## config.mk

```make
export PLATFORM = sky130hd
export DESIGN_NAME = id_ex_stage
export DESIGN_NICKNAME = d
export VERILOG_FILES = /design/src/rtl/id_ex_stage.sv
export SDC_FILE = /design/constraint.sdc
export NUM_CORES = 1
export LEC_CHECK = 0
export BUFFER_PORTS_ARGS = -buffer_cell sky130_fd_sc_hd__buf_2
export CORE_AREA = 3 3 148 150
export DETAILED_ROUTE_END_ITERATION = 10
export DIE_AREA = 0 0 151 153
export PLACE_DENSITY_LB_ADDON = 0.1
export SLEW_MARGIN = 25
export SYNTH_ARGS = -nofsm -noshare
export SYNTH_HDL_FRONTEND = slang
export SYNTH_SLANG_ARGS = --single-unit
export TNS_END_PERCENT = 10
```

## constraint.sdc

```tcl
create_clock -name clk -period 2.45 [get_ports clk]
set_input_delay 0.49 -clock clk [delete_from_list [all_inputs] [get_ports clk]]
set_output_delay 0.49 -clock clk [all_outputs]
set_load 0.01 [all_outputs]
```

## src/rtl/id_ex_stage.sv

```systemverilog
// ID/EX pipeline register.
// Captures register-file operands and decoded fields from decode. A writeback
// landing on the same edge is bypassed into the captured operands, and held
// operands are refreshed by writebacks while execute stalls. Decode and
// execute each see a valid/ready handshake, and a saturating counter tracks
// stalled cycles.
module id_ex_stage #(
    parameter int CTRL_W = 16,
    parameter int CNT_W  = 16
) (
    input  logic              clk,
    input  logic              rst_n,
    input  logic              flush,
    input  logic              id_valid,
    output logic              id_ready,
    input  logic [31:0]       id_pc,
    input  logic [31:0]       id_imm,
    input  logic [CTRL_W-1:0] id_ctrl,
    input  logic [5:0]        id_rs1,
    input  logic [5:0]        id_rs2,
    input  logic [5:0]        id_rd,
    input  logic [31:0]       rf_rd1,
    input  logic [31:0]       rf_rd2,
    input  logic              wb_we,
    input  logic [5:0]        wb_rd,
    input  logic [31:0]       wb_data,
    output logic              ex_valid,
    input  logic              ex_ready,
    output logic [31:0]       ex_pc,
    output logic [31:0]       ex_imm,
    output logic [CTRL_W-1:0] ex_ctrl,
    output logic [5:0]        ex_rs1,
    output logic [5:0]        ex_rs2,
    output logic [5:0]        ex_rd,
    output logic [31:0]       ex_op1,
    output logic [31:0]       ex_op2,
    output logic [CNT_W-1:0]  stall_cnt
);

    // Register identity uses the low five index bits; x0 never takes a bypass.
    function automatic logic wb_hits(input logic       we,
                                     input logic [5:0] wr_idx,
                                     input logic [5:0] rs_idx);
        return we && (wr_idx[4:0] == rs_idx[4:0]) && (rs_idx[4:0] != 5'd0);
    endfunction

    // Operand as it will look architecturally once this edge's write lands.
    function automatic logic [31:0] fresh_operand(input logic [5:0]  rs_idx,
                                                  input logic [31:0] rf_data);
        return wb_hits(wb_we, wb_rd, rs_idx) ? wb_data : rf_data;
    endfunction

    // Saturating increment for the stall counter.
    function automatic logic [CNT_W-1:0] sat_inc(input logic [CNT_W-1:0] cnt);
        return (&cnt) ? cnt : cnt + {{(CNT_W-1){1'b0}}, 1'b1};
    endfunction

    logic accept;
    logic held;

    assign id_ready = !ex_valid || ex_ready;
    assign accept   = id_valid && id_ready && !flush;
    assign held     = ex_valid && !ex_ready && !flush;

    // Valid bit: flush beats accept, accept beats the consume bubble.
    always_ff @(posedge clk or negedge rst_n) begin
        if (!rst_n) begin
            ex_valid <= 1'b0;
        end else if (flush) begin
            ex_valid <= 1'b0;
        end else if (accept) begin
            ex_valid <= 1'b1;
        end else if (ex_ready) begin
            ex_valid <= 1'b0;
        end
    end

    // Data fields: load on accept, otherwise hold with writeback refresh while stalled.
    always_ff @(posedge clk or negedge rst_n) begin
        if (!rst_n) begin
            ex_pc   <= '0;
            ex_imm  <= '0;
            ex_ctrl <= '0;
            ex_rs1  <= '0;
            ex_rs2  <= '0;
            ex_rd   <= '0;
            ex_op1  <= '0;
            ex_op2  <= '0;
        end else if (accept) begin
            ex_pc   <= id_pc;
            ex_imm  <= id_imm;
            ex_ctrl <= id_ctrl;
            ex_rs1  <= id_rs1;
            ex_rs2  <= id_rs2;
            ex_rd   <= id_rd;
            ex_op1  <= fresh_operand(id_rs1, rf_rd1);
            ex_op2  <= fresh_operand(id_rs2, rf_rd2);
        end else if (held) begin
            if (wb_hits(wb_we, wb_rd, ex_rs1)) begin
                ex_op1 <= wb_data;
            end
            if (wb_hits(wb_we, wb_rd, ex_rs2)) begin
                ex_op2 <= wb_data;
            end
        end
    end

    // Stall counter: counts live-but-blocked cycles, survives flush, saturates.
    always_ff @(posedge clk or negedge rst_n) begin
        if (!rst_n) begin
            stall_cnt <= '0;
        end else if (ex_valid && !ex_ready) begin
            stall_cnt <= sat_inc(stall_cnt);
        end
    end

endmodule

```

==> results of run 1 <==
## cells in the mapped netlist
master     number
nand3b_1        1
o21ai_1         2
nand4_1         3
nor2b_1         1
ha_1            1
dfrtp_1       179
nor2_1          8
o21ai_0         3
buf_4           7
o21a_1          1
inv_1           5
nor4_4          1
mux2_4         60
a21oi_2         1
buf_2          13
xor2_1         22
buf_6           7
nor3_1         12
or3_1           1
or2_2           4
a21oi_1         1
nand2_1         8
o2111ai_1       2
and2_1          5
a31o_4          2
nor4_1          2
nand3_1         6
mux2_2        167
xnor2_1         8
## registers in the layout, summed over array words and instances (netlist names)
| name | cells |
|---|---|
| ex_ctrl | 16 |
| ex_imm | 32 |
| ex_op1 | 32 |
| ex_op2 | 32 |
| ex_pc | 32 |
| ex_rd | 6 |
| ex_rs1 | 6 |
| ex_rs2 | 6 |
| ex_valid | 1 |
| stall_cnt | 16 |
## area by class of cell
cell class / instances / share of cell area [%]
sequential: 179 / 40.6
multi-input combinational: 322 / 31.3
timing repair buffer: 402 / 19.4
clock buffer: 18 / 3.98
tap: 275 / 3.12
clock inverter: 14 / 1.47
inverter: 5 / 0.170
antenna: 4 / 0.0906
## layer usage
layer,wire length (um),vias up,share of wire (%)
met1,8920,2808,39
met2,11500,233,50
met4,348,4,1.5
li1,-,2680,-
met5,26,-,0.11
met3,1980,25,8.7
## stage by stage
stage,hold WS (ps),std cells
2_1_floorplan,194,533
3_3_place_gp,478,1183
3_5_place_dp,487,1183
4_1_cts,24.6,1215
5_1_grt,32.9,1219
6_report,11.4,1219
## where the power goes
| part | internal, mW | total, mW | switching [mW] | leakage, nW |
|---|---|---|---|---|
| registers | 3.48 | 3.79 | 0.306 | 2.13 |
| logic | 1.12 | 2.08 | 0.958 | 3.09 |
| clock network | 1.48 | 2.75 | 1.27 | 0.285 |
## how the worst max path moves through the flow
stage	cells after the start	from	end	slack, ps
detailed placement	7	wb_rd[1]	ex_op2[25]$_DFFE_PN0P_	90
floorplan	7	wb_rd[1]	ex_op2[10]$_DFFE_PN0P_	340
CTS	7	ex_valid$_DFFE_PN0P_	ex_op2[22]$_DFFE_PN0P_	370
global placement	7	wb_rd[0]	ex_op2[21]$_DFFE_PN0P_	100
global route	7	ex_valid$_DFFE_PN0P_	ex_op2[27]$_DFFE_PN0P_	270
finish	7	ex_valid$_DFFE_PN0P_	ex_op2[22]$_DFFE_PN0P_	380
## kinds of logic (layout without fill, tap and decap cells)
logic type | count (synthesis) | in the layout | share of synthesized area (%)
other | 0 | 4 | 0
DFF | 179 | 179 | 55.1
muxes | 227 | 227 | 34.2
xor gates and xnor gates | 30 | 30 | 3.23
adders and majority gates | 1 | 1 | 0.154
and+or+nand+nor | 52 | 52 | 3.43
buffers and inverters | 32 | 439 | 2.65
AOI/OAI and AO/OA | 12 | 12 | 1.22
==> results.sh, run 1 <==
export IMPL_status="finished clean"
export IMPL_worstMarginPinSlew_ps=582
export IMPL_final_period_utilization_pct=84.3
export IMPL_yosys_warnings=0
export IMPL_wl_um=22700
export IMPL_grt_pass1_vias=6069
export IMPL_io_buffers=384
export IMPL_fin_area_um2=11000
export IMPL_cts_clk_slew_worst_paths_ps=70
export IMPL_dpl_cell_area_um2=10400
export IMPL_r2r_start="ex_valid$_DFFE_PN0P_"
export IMPL_cts_tree="yes"
export IMPL_use_met2_pct=33.5
export IMPL_first_pass_iters=4
export IMPL_die_area_um2=23100
export IMPL_rsz0062_at_grt="false"
export IMPL_post_cts_resized=0
export IMPL_ys_seq_area_share_pct=55.1
export IMPL_synth_area_leaders="dfrtp_1 55%, mux2_2 23%, mux2_4 11%"
export IMPL_crit_path_end_kind="flip-flop"
export IMPL_worst_path_largest_cell_delay_ps=370
export IMPL_core_um2=20800
export IMPL_met3_usage_pct=6.79
export IMPL_nets=1134
export IMPL_final_setup_worst_slack_ps=384
export IMPL_worstPathArrival_ps=2370
export IMPL_multi_input_area_um2=3450
export IMPL_vias_per_cell=4.72
export IMPL_syn_area_um2=8130
export IMPL_postLayoutCoreUtil_pct=53.0
export IMPL_ctsLongestPathBuffers=2
export IMPL_die_h_um=153
export IMPL_cp_top_family="multiplexers"
export IMPL_layout_commonest_cell="buf_2"
export IMPL_drcViolationCount=0
export IMPL_netlist_instances=533
export IMPL_nFillCells=1895
export IMPL_path_class="reg2reg"
export IMPL_critPathSlowestCell="dfrtp_1"
export IMPL_netlist_area_leader_share_pct=55.1
export IMPL_hold_path_class="in2async"
export IMPL_grt_start_max_net_pins=73
export IMPL_cts_made_buffers=17
export IMPL_grt_ovfl_total=0
export IMPL_report_final_slew_viol_count=0
export IMPL_die_w_um=151
export IMPL_ff2ff_path_depth=7
export IMPL_pin_count=386
export IMPL_cp_cell_sequence="nor2b_1, inv_1, nand3b_1, a31o_4, buf_4, mux2_4, mux2_4"
export IMPL_hold_buffers=0
export IMPL_setup_viol=0
export IMPL_r2r_end="ex_op2[22]$_DFFE_PN0P_"
export IMPL_synth_top_area_cell="dfrtp_1"
export IMPL_htreeDepth=4
export IMPL_rrSetupSlack_ps=380
export IMPL_vias=5750
export IMPL_track_usage_pct=19.5
export IMPL_max_vdd_ir_drop_mv=0.447
export IMPL_worst_clock_skew_ps=12.1
export IMPL_crit_top_cell="mux2_4"
export IMPL_avgSynthCellArea_um2=15.3
export IMPL_rows=53
export IMPL_min_period_ps=2070
export IMPL_busiest_layer="met2"
export IMPL_antenna_found_initial=6
export IMPL_seq_area_um2=4480
export IMPL_postCtsSetupBuffers=0
export IMPL_p_total_mw=8.62
export IMPL_drive_above_1_share_pct=71.3
export IMPL_crit_fanout=9
export IMPL_max_slew_margin_pct=60.8
export IMPL_final_cell_mix="383 x buf_2, 179 x dfrtp_1, 167 x mux2_2, 60 x mux2_4, 22 x xor2_1"
export IMPL_floorplan_initialDensity_pct=39.0
export IMPL_fin_tns_setup_ps=0
export IMPL_powerDensity_nw_per_um2=780
export IMPL_worst_endpoint_required_ps=2750
export IMPL_dpl_hpwl_um=17500
export IMPL_cts_root_buf="clkbuf_16"
export IMPL_grt_pass1_wl_um=34600
export IMPL_routedWlPerCell_um=18.6
export IMPL_post_place_ws_ps=87.9
export IMPL_hold_viol=0
export IMPL_cts_sink_count=179
export IMPL_synth_net_count=740
export IMPL_clock_fmax_mhz=484
export IMPL_drv_cap=0
export IMPL_p_leak_nw=5.51
export IMPL_grt_util_met1_pct=22.9
export IMPL_path_buf_inv=2
export IMPL_ant_nets=0
export IMPL_ys_seq_elements=179
export IMPL_insertion_delay_ps=430
export IMPL_synth_cell_types=29
export IMPL_area_growth_pct=35.9
export IMPL_start_kind="flip-flop"
export IMPL_routabilityCongestion=0.783
export IMPL_drt_first_iter_violations=184
(Power assumes the default switching activity.)
==> run 2, diff against run 1 <==
==> constraint.sdc (replaced) <==
create_clock -name clk -period 2.03 [get_ports clk]
set_input_delay 0.406 -clock clk [delete_from_list [all_inputs] [get_ports clk]]
set_output_delay 0.406 -clock clk [all_outputs]
set_load 0.01 [all_outputs]
==> run 2 against run 1 <==
Against the previous run:
- clock power increased by 17%
- count of clock-buffer cells in the layout unchanged
- global-route usage decreased by 0.24 points
- register-to-register slack got worse by 340 ps
- setup slack got worse by 340 ps
- core utilization increased by 2.2 points
- combinational power increased by 28%
- final cell count increased by 2.4%
- critical path type unchanged
- largest cell class unchanged
- highest routed layer unchanged
==> results.sh, run 2 (synthesized netlist as in run 1, its figures left out) <==
export IMPL_cts_root_buf="clkbuf_16"
export IMPL_min_period_ps=1980
export IMPL_clock_fmax_mhz=504
export IMPL_max_vdd_ir_drop_mv=0.535
export IMPL_worstPathArrival_ps=2290
export IMPL_critPathSlowestCell="dfrtp_1"
export IMPL_p_total_mw=10.5
export IMPL_grt_pass1_wl_um=34000
export IMPL_pin_count=386
export IMPL_path_class="reg2reg"
export IMPL_worst_clock_skew_ps=11.9
export IMPL_worst_path_largest_cell_delay_ps=400
export IMPL_nets=1167
export IMPL_timing_hold_ws_ps=203
export IMPL_grt_ovfl_total=0
export IMPL_area_growth_pct=41.4
export IMPL_max_slew_margin_pct=68.4
export IMPL_cp_cell_sequence="xor2_1, nor3_1, o2111ai_1, a21oi_4, buf_12, buf_4, mux2_4"
export IMPL_p_leak_nw=5.77
export IMPL_powerDensity_nw_per_um2=910
export IMPL_start_kind="flip-flop"
export IMPL_drv_cap=0
export IMPL_final_period_utilization_pct=97.8
export IMPL_cts_sink_count=179
export IMPL_track_usage_pct=19.2
export IMPL_final_cell_mix="383 x buf_2, 179 x dfrtp_1, 163 x mux2_2, 64 x mux2_4, 28 x buf_4"
export IMPL_cts_clk_slew_worst_paths_ps=80
export IMPL_antennaDiodeCount=0
export IMPL_die_w_um=151
export IMPL_post_place_ws_ps=-209
export IMPL_rsz0062_at_grt="true"
export IMPL_floorplan_initialDensity_pct=39.0
export IMPL_drive_above_1_share_pct=72.6
export IMPL_routedWlPerCell_um=19.0
export IMPL_worstMarginPinSlew_ps=474
export IMPL_dpl_hpwl_um=17800
export IMPL_grt_pass1_vias=5963
export IMPL_insertion_delay_ps=430
export IMPL_die_area_um2=23100
export IMPL_antenna_found_initial=1
export IMPL_hold_path_class="in2reg"
export IMPL_ant_nets=0
export IMPL_worst_endpoint_required_ps=2330
export IMPL_fin_tns_setup_ps=0
export IMPL_hold_viol=0
export IMPL_crit_fanout=6
export IMPL_crit_path_end_kind="flip-flop"
export IMPL_postLayoutCoreUtil_pct=55.2
export IMPL_cts_tree="yes"
export IMPL_setup_viol=0
export IMPL_layout_commonest_cell="buf_2"
export IMPL_cts_made_buffers=17
export IMPL_vias=5798
export IMPL_vias_per_cell=4.65
export IMPL_nFillCells=1829
export IMPL_drt_first_iter_violations=134
export IMPL_report_final_slew_viol_count=0
export IMPL_status="finished clean"
export IMPL_htreeDepth=4
export IMPL_ctsLongestPathBuffers=2
export IMPL_drcViolationCount=0
export IMPL_rows=53
export IMPL_io_buffers=384
export IMPL_wl_um=23700
export IMPL_grt_start_max_net_pins=47
export IMPL_routabilityCongestion=0.798
export IMPL_die_h_um=153
export IMPL_final_setup_worst_slack_ps=45.3
export IMPL_first_pass_iters=4
export IMPL_core_um2=20800
[run 2: cell count changes in the layout (fill, tap and decap cells not counted), sizes merged]
cell | before | now
buf | 402 | 429
clkbuf | 18 | 23
clkinv | 3 | 7
diode | 4 | 0
clkinvlp | 3 | 1
bufinv | 1 | 0
dlygate4sd3 | 0 | 1
inv | 12 | 11
[run 2: final cells by class]
class,count,area (um^2),area share [%]
repair buffers,435,2590,22.5
multi-input cells,322,3490,30.3
well taps,275,344,2.99
inverters,5,18.8,0.163
clock inverters,14,140,1.22
clock buffers,18,439,3.82
flip-flops and latches,179,4480,39.0
[run 2: critical path: cells and delay by family (launching register included)]
| kind | cells | cell delay, ps |
|---|---|---|
| xor gates and xnor gates | 1 | 140 |
| DFF | 1 | 400 |
| AOI/OAI and AO/OA | 2 | 440 |
| buffers and inverters | 2 | 310 |
| muxes | 1 | 310 |
| and+or+nand+nor | 1 | 260 |
[run 2: per-layer routing]
layer	wire, um	up-vias	share of wire, %	GRT usage (%)
li1	-	2738	-	-
met1	9160	2810	39	22.3
met2	12300	229	52	34.0
met3	2000	19	8.4	6.37
met4	261	2	1.1	4.66
met5	13	-	0.055	0
[run 2: power breakdown]
part	leakage [nW]	internal, mW	switching [mW]
Sequential	2.13	4.20	0.373
Combinational	3.35	1.45	1.20
Clock	0.283	1.66	1.56
[run 2: metrics by stage]
step,area (um^2),instances
floorplan,8130,533
global placement,10600,1201
detailed placement,10600,1201
CTS,11300,1240
global route,11500,1248
finish,11500,1248
[run 2: timing repair]
item,in CTS,in global routing
hold endpoints to repair,37,0
buffers inserted,5,3
setup endpoints to repair,34,120
pin swaps,1,2
gates resized for setup,5,9
hold buffers,1,0
cloned,1,6
[run 2: final timing paths]
kind                                          start                       end  slack (ps)  depth (start not counted)
max                           ex_rs2[1]$_DFFE_PN0N_    ex_op2[21]$_DFFE_PN0P_          50                          7
min                                      id_ctrl[3]    ex_ctrl[3]$_DFFE_PN0N_         200                          2
max reg2reg                   ex_rs2[1]$_DFFE_PN0N_    ex_op2[21]$_DFFE_PN0P_          50                          7
min reg2reg                stall_cnt[6]$_DFFE_PN0P_  stall_cnt[6]$_DFFE_PN0P_         490                          1
max in group asynchronous                     rst_n    ex_op1[16]$_DFFE_PN0P_         960                          3
min in group asynchronous                     rst_n     ex_imm[5]$_DFFE_PN0N_         470                          2
==> run 3, diff against run 2 <==
==> constraint.sdc (replaced) <==
create_clock -name clk -period 2.03 [get_ports clk]
set_input_delay 0.1015 -clock clk [delete_from_list [all_inputs] [get_ports clk]]
set_output_delay 0.1015 -clock clk [all_outputs]
set_load 0.01 [all_outputs]
==> run 3 against run 2 <==
Against the previous run:
- non-clock buffer count rose by 83
- sequential power barely moved
- flip-flop and latch count did not move
- clock skew fell by 1.6 ps
- count of clock-buffer cells in the layout fell by 1
- die area did not move
- clock power rose by 5%
- setup slack improved by 33 ps
- total power rose by 2.5%
==> results.sh, run 3 (synthesized netlist as in run 1, its figures left out) <==
export IMPL_drt_first_iter_violations=157
export IMPL_critPathSlowestCell="dlygate4sd3_1"
export IMPL_cts_tree="yes"
export IMPL_rows=53
export IMPL_post_place_ws_ps=-0.149
export IMPL_vias_per_cell=4.63
export IMPL_ff2ff_path_depth=7
export IMPL_die_w_um=151
export IMPL_worstPathArrival_ps=2260
export IMPL_routabilityCongestion=0.761
export IMPL_min_period_ps=1950
export IMPL_drive_above_1_share_pct=65.5
export IMPL_setup_viol=0
export IMPL_path_depth=8
export IMPL_insertion_delay_ps=430
export IMPL_nets=1250
export IMPL_hold_viol=0
export IMPL_hold_path_class="in2reg"
export IMPL_min_path_cells=3
export IMPL_io_buffers=384
export IMPL_place_inst=1194
export IMPL_nFillCells=1744
export IMPL_p_total_mw=10.7
export IMPL_core_um2=20800
export IMPL_pin_count=386
export IMPL_dpl_hpwl_um=17800
export IMPL_routedWlPerCell_um=17.9
export IMPL_worstMarginPinSlew_ps=617
export IMPL_cts_clk_slew_worst_paths_ps=80
export IMPL_first_pass_iters=4
export IMPL_fin_area_um2=12300
export IMPL_powerDensity_nw_per_um2=872
export IMPL_final_cells=1331
export IMPL_antenna_found_initial=1
export IMPL_worst_path_largest_cell_delay_ps=530
export IMPL_crit_path_end_kind="flip-flop"
export IMPL_max_vdd_ir_drop_mv=0.476
export IMPL_status="finished clean"
export IMPL_path_class="in2reg"
export IMPL_cts_root_buf="clkbuf_16"
export IMPL_start_kind="primary input"
export IMPL_antennaDiodeCount=0
export IMPL_drv_cap=0
export IMPL_die_h_um=153
export IMPL_report_final_slew_viol_count=0
export IMPL_htreeDepth=4
export IMPL_worst_clock_skew_ps=10.4
export IMPL_floorplan_initialDensity_pct=39.0
export IMPL_final_period_utilization_pct=96.2
export IMPL_crit_top_cell="mux2_2"
export IMPL_max_slew_margin_pct=58.9
export IMPL_cts_sink_count=179
export IMPL_grt_ovfl_total=0
export IMPL_final_setup_worst_slack_ps=77.9
export IMPL_multi_input_area_um2=3490
export IMPL_worst_endpoint_required_ps=2340
export IMPL_layout_commonest_cell="buf_2"
export IMPL_seq_area_um2=4480
export IMPL_wl_um=23900
export IMPL_grt_pass1_vias=6640
export IMPL_crit_fanout=7
export IMPL_drcViolationCount=0
export IMPL_final_cell_mix="383 x buf_2, 179 x dfrtp_1, 167 x mux2_2, 101 x dlygate4sd3_1, 60 x mux2_4"
export IMPL_area_growth_pct=51.3
export IMPL_ant_nets=0
export IMPL_vias=6159
export IMPL_grt_pass1_wl_um=36800
export IMPL_cts_made_buffers=17
export IMPL_cp_cell_sequence="dlygate4sd3_1, buf_2, or2_2, o21ai_1, a31o_4, clkbuf_16, mux2_2, mux2_2"
export IMPL_ctsLongestPathBuffers=2
export IMPL_dpl_cell_area_um2=10600
export IMPL_p_leak_nw=6.06
export IMPL_rsz0062_at_grt="false"
export IMPL_track_usage_pct=20.4
export IMPL_die_area_um2=23100
export IMPL_clock_fmax_mhz=512
export IMPL_grt_start_max_net_pins=63
export IMPL_path_buf_inv=3
export IMPL_cp_top_family="buffers and inverters"
[run 3: changes by cell type in the layout (fill, tap and decap cells not counted), moves of 2 or more]
cell	delta
nor3_1	-2
dlygate4sd3_1	+100
buf_4	-8
clkinv_8	+2
buf_6	-3
clkbuf_16	-4
mux2_4	-4
nor3_2	+2
mux2_2	+4
[run 3: final timing paths]
check / to / startpoint / slack, ps
worst max register to register: ex_op2[6]$_DFFE_PN0P_ / ex_valid$_DFFE_PN0P_ / 100
max in group asynchronous: ex_rd[3]$_DFFE_PN0N_ / rst_n / 1170
worst min-delay path: ex_op2[29]$_DFFE_PN0P_ / rf_rd2[29] / 20
worst max-delay path: ex_op2[0]$_DFFE_PN0P_ / id_rs2[4] / 80
min in group asynchronous: ex_rs1[5]$_DFFE_PN0N_ / rst_n / 240
worst min register to register: stall_cnt[15]$_DFFE_PN0P_ / stall_cnt[15]$_DFFE_PN0P_ / 490
[run 3: through the flow]
step	hold WS (ps)	setup TNS [ps]	utilization (%)
6_report	24.3	0	59.1
4_1_cts	1.63	0	58.8
3_5_place_dp	150	-0.149	50.9
3_3_place_gp	150	0	50.9
2_1_floorplan	-194	0	-
5_1_grt	6.12	0	59.1
[run 3: worst register-to-register path, stage by stage, from the launching register on]
cell and delay (ps):
dfrtp_1 380, nor2b_4 140, inv_2 50, nand3b_1 170, a31o_4 340, clkbuf_16 200, mux2_4 290, mux2_4 250
[run 3: per-layer routing]
layer / part of all wire (%) / GRT usage, % / vias up
met4: 1.8 / 5.74 / 2
met2: 51 / 35.5 / 251
met3: 8.6 / 6.55 / 29
li1: - / - / 2910
met5: 0.054 / 0 / -
met1: 39 / 24.1 / 2967
[run 3: area by class of cell]
| type | instances | area share, % |
|---|---|---|
| sequential | 179 | 36.4 |
| multi-input combinational | 322 | 28.4 |
| timing repair buffer | 518 | 27.3 |
| clock buffer | 17 | 3.46 |
| tap | 275 | 2.80 |
| clock inverter | 15 | 1.56 |
| inverter | 5 | 0.153 |
[run 3: timing repair]
item | in CTS | in global routing
hold buffers | 101 | 0
setup buffers | 2 | 1
pin swaps | 0 | 1
resized for setup | 0 | 9
setup endpoints to repair | 2 | 64
cloned | 0 | 1
hold endpoints to repair | 153 | 0
[run 3: where the power goes]
| group | internal (mW) | switching (mW) |
|---|---|---|
| Combinational | 1.53 | 1.22 |
| Sequential | 4.20 | 0.378 |
| Clock | 1.78 | 1.62 |
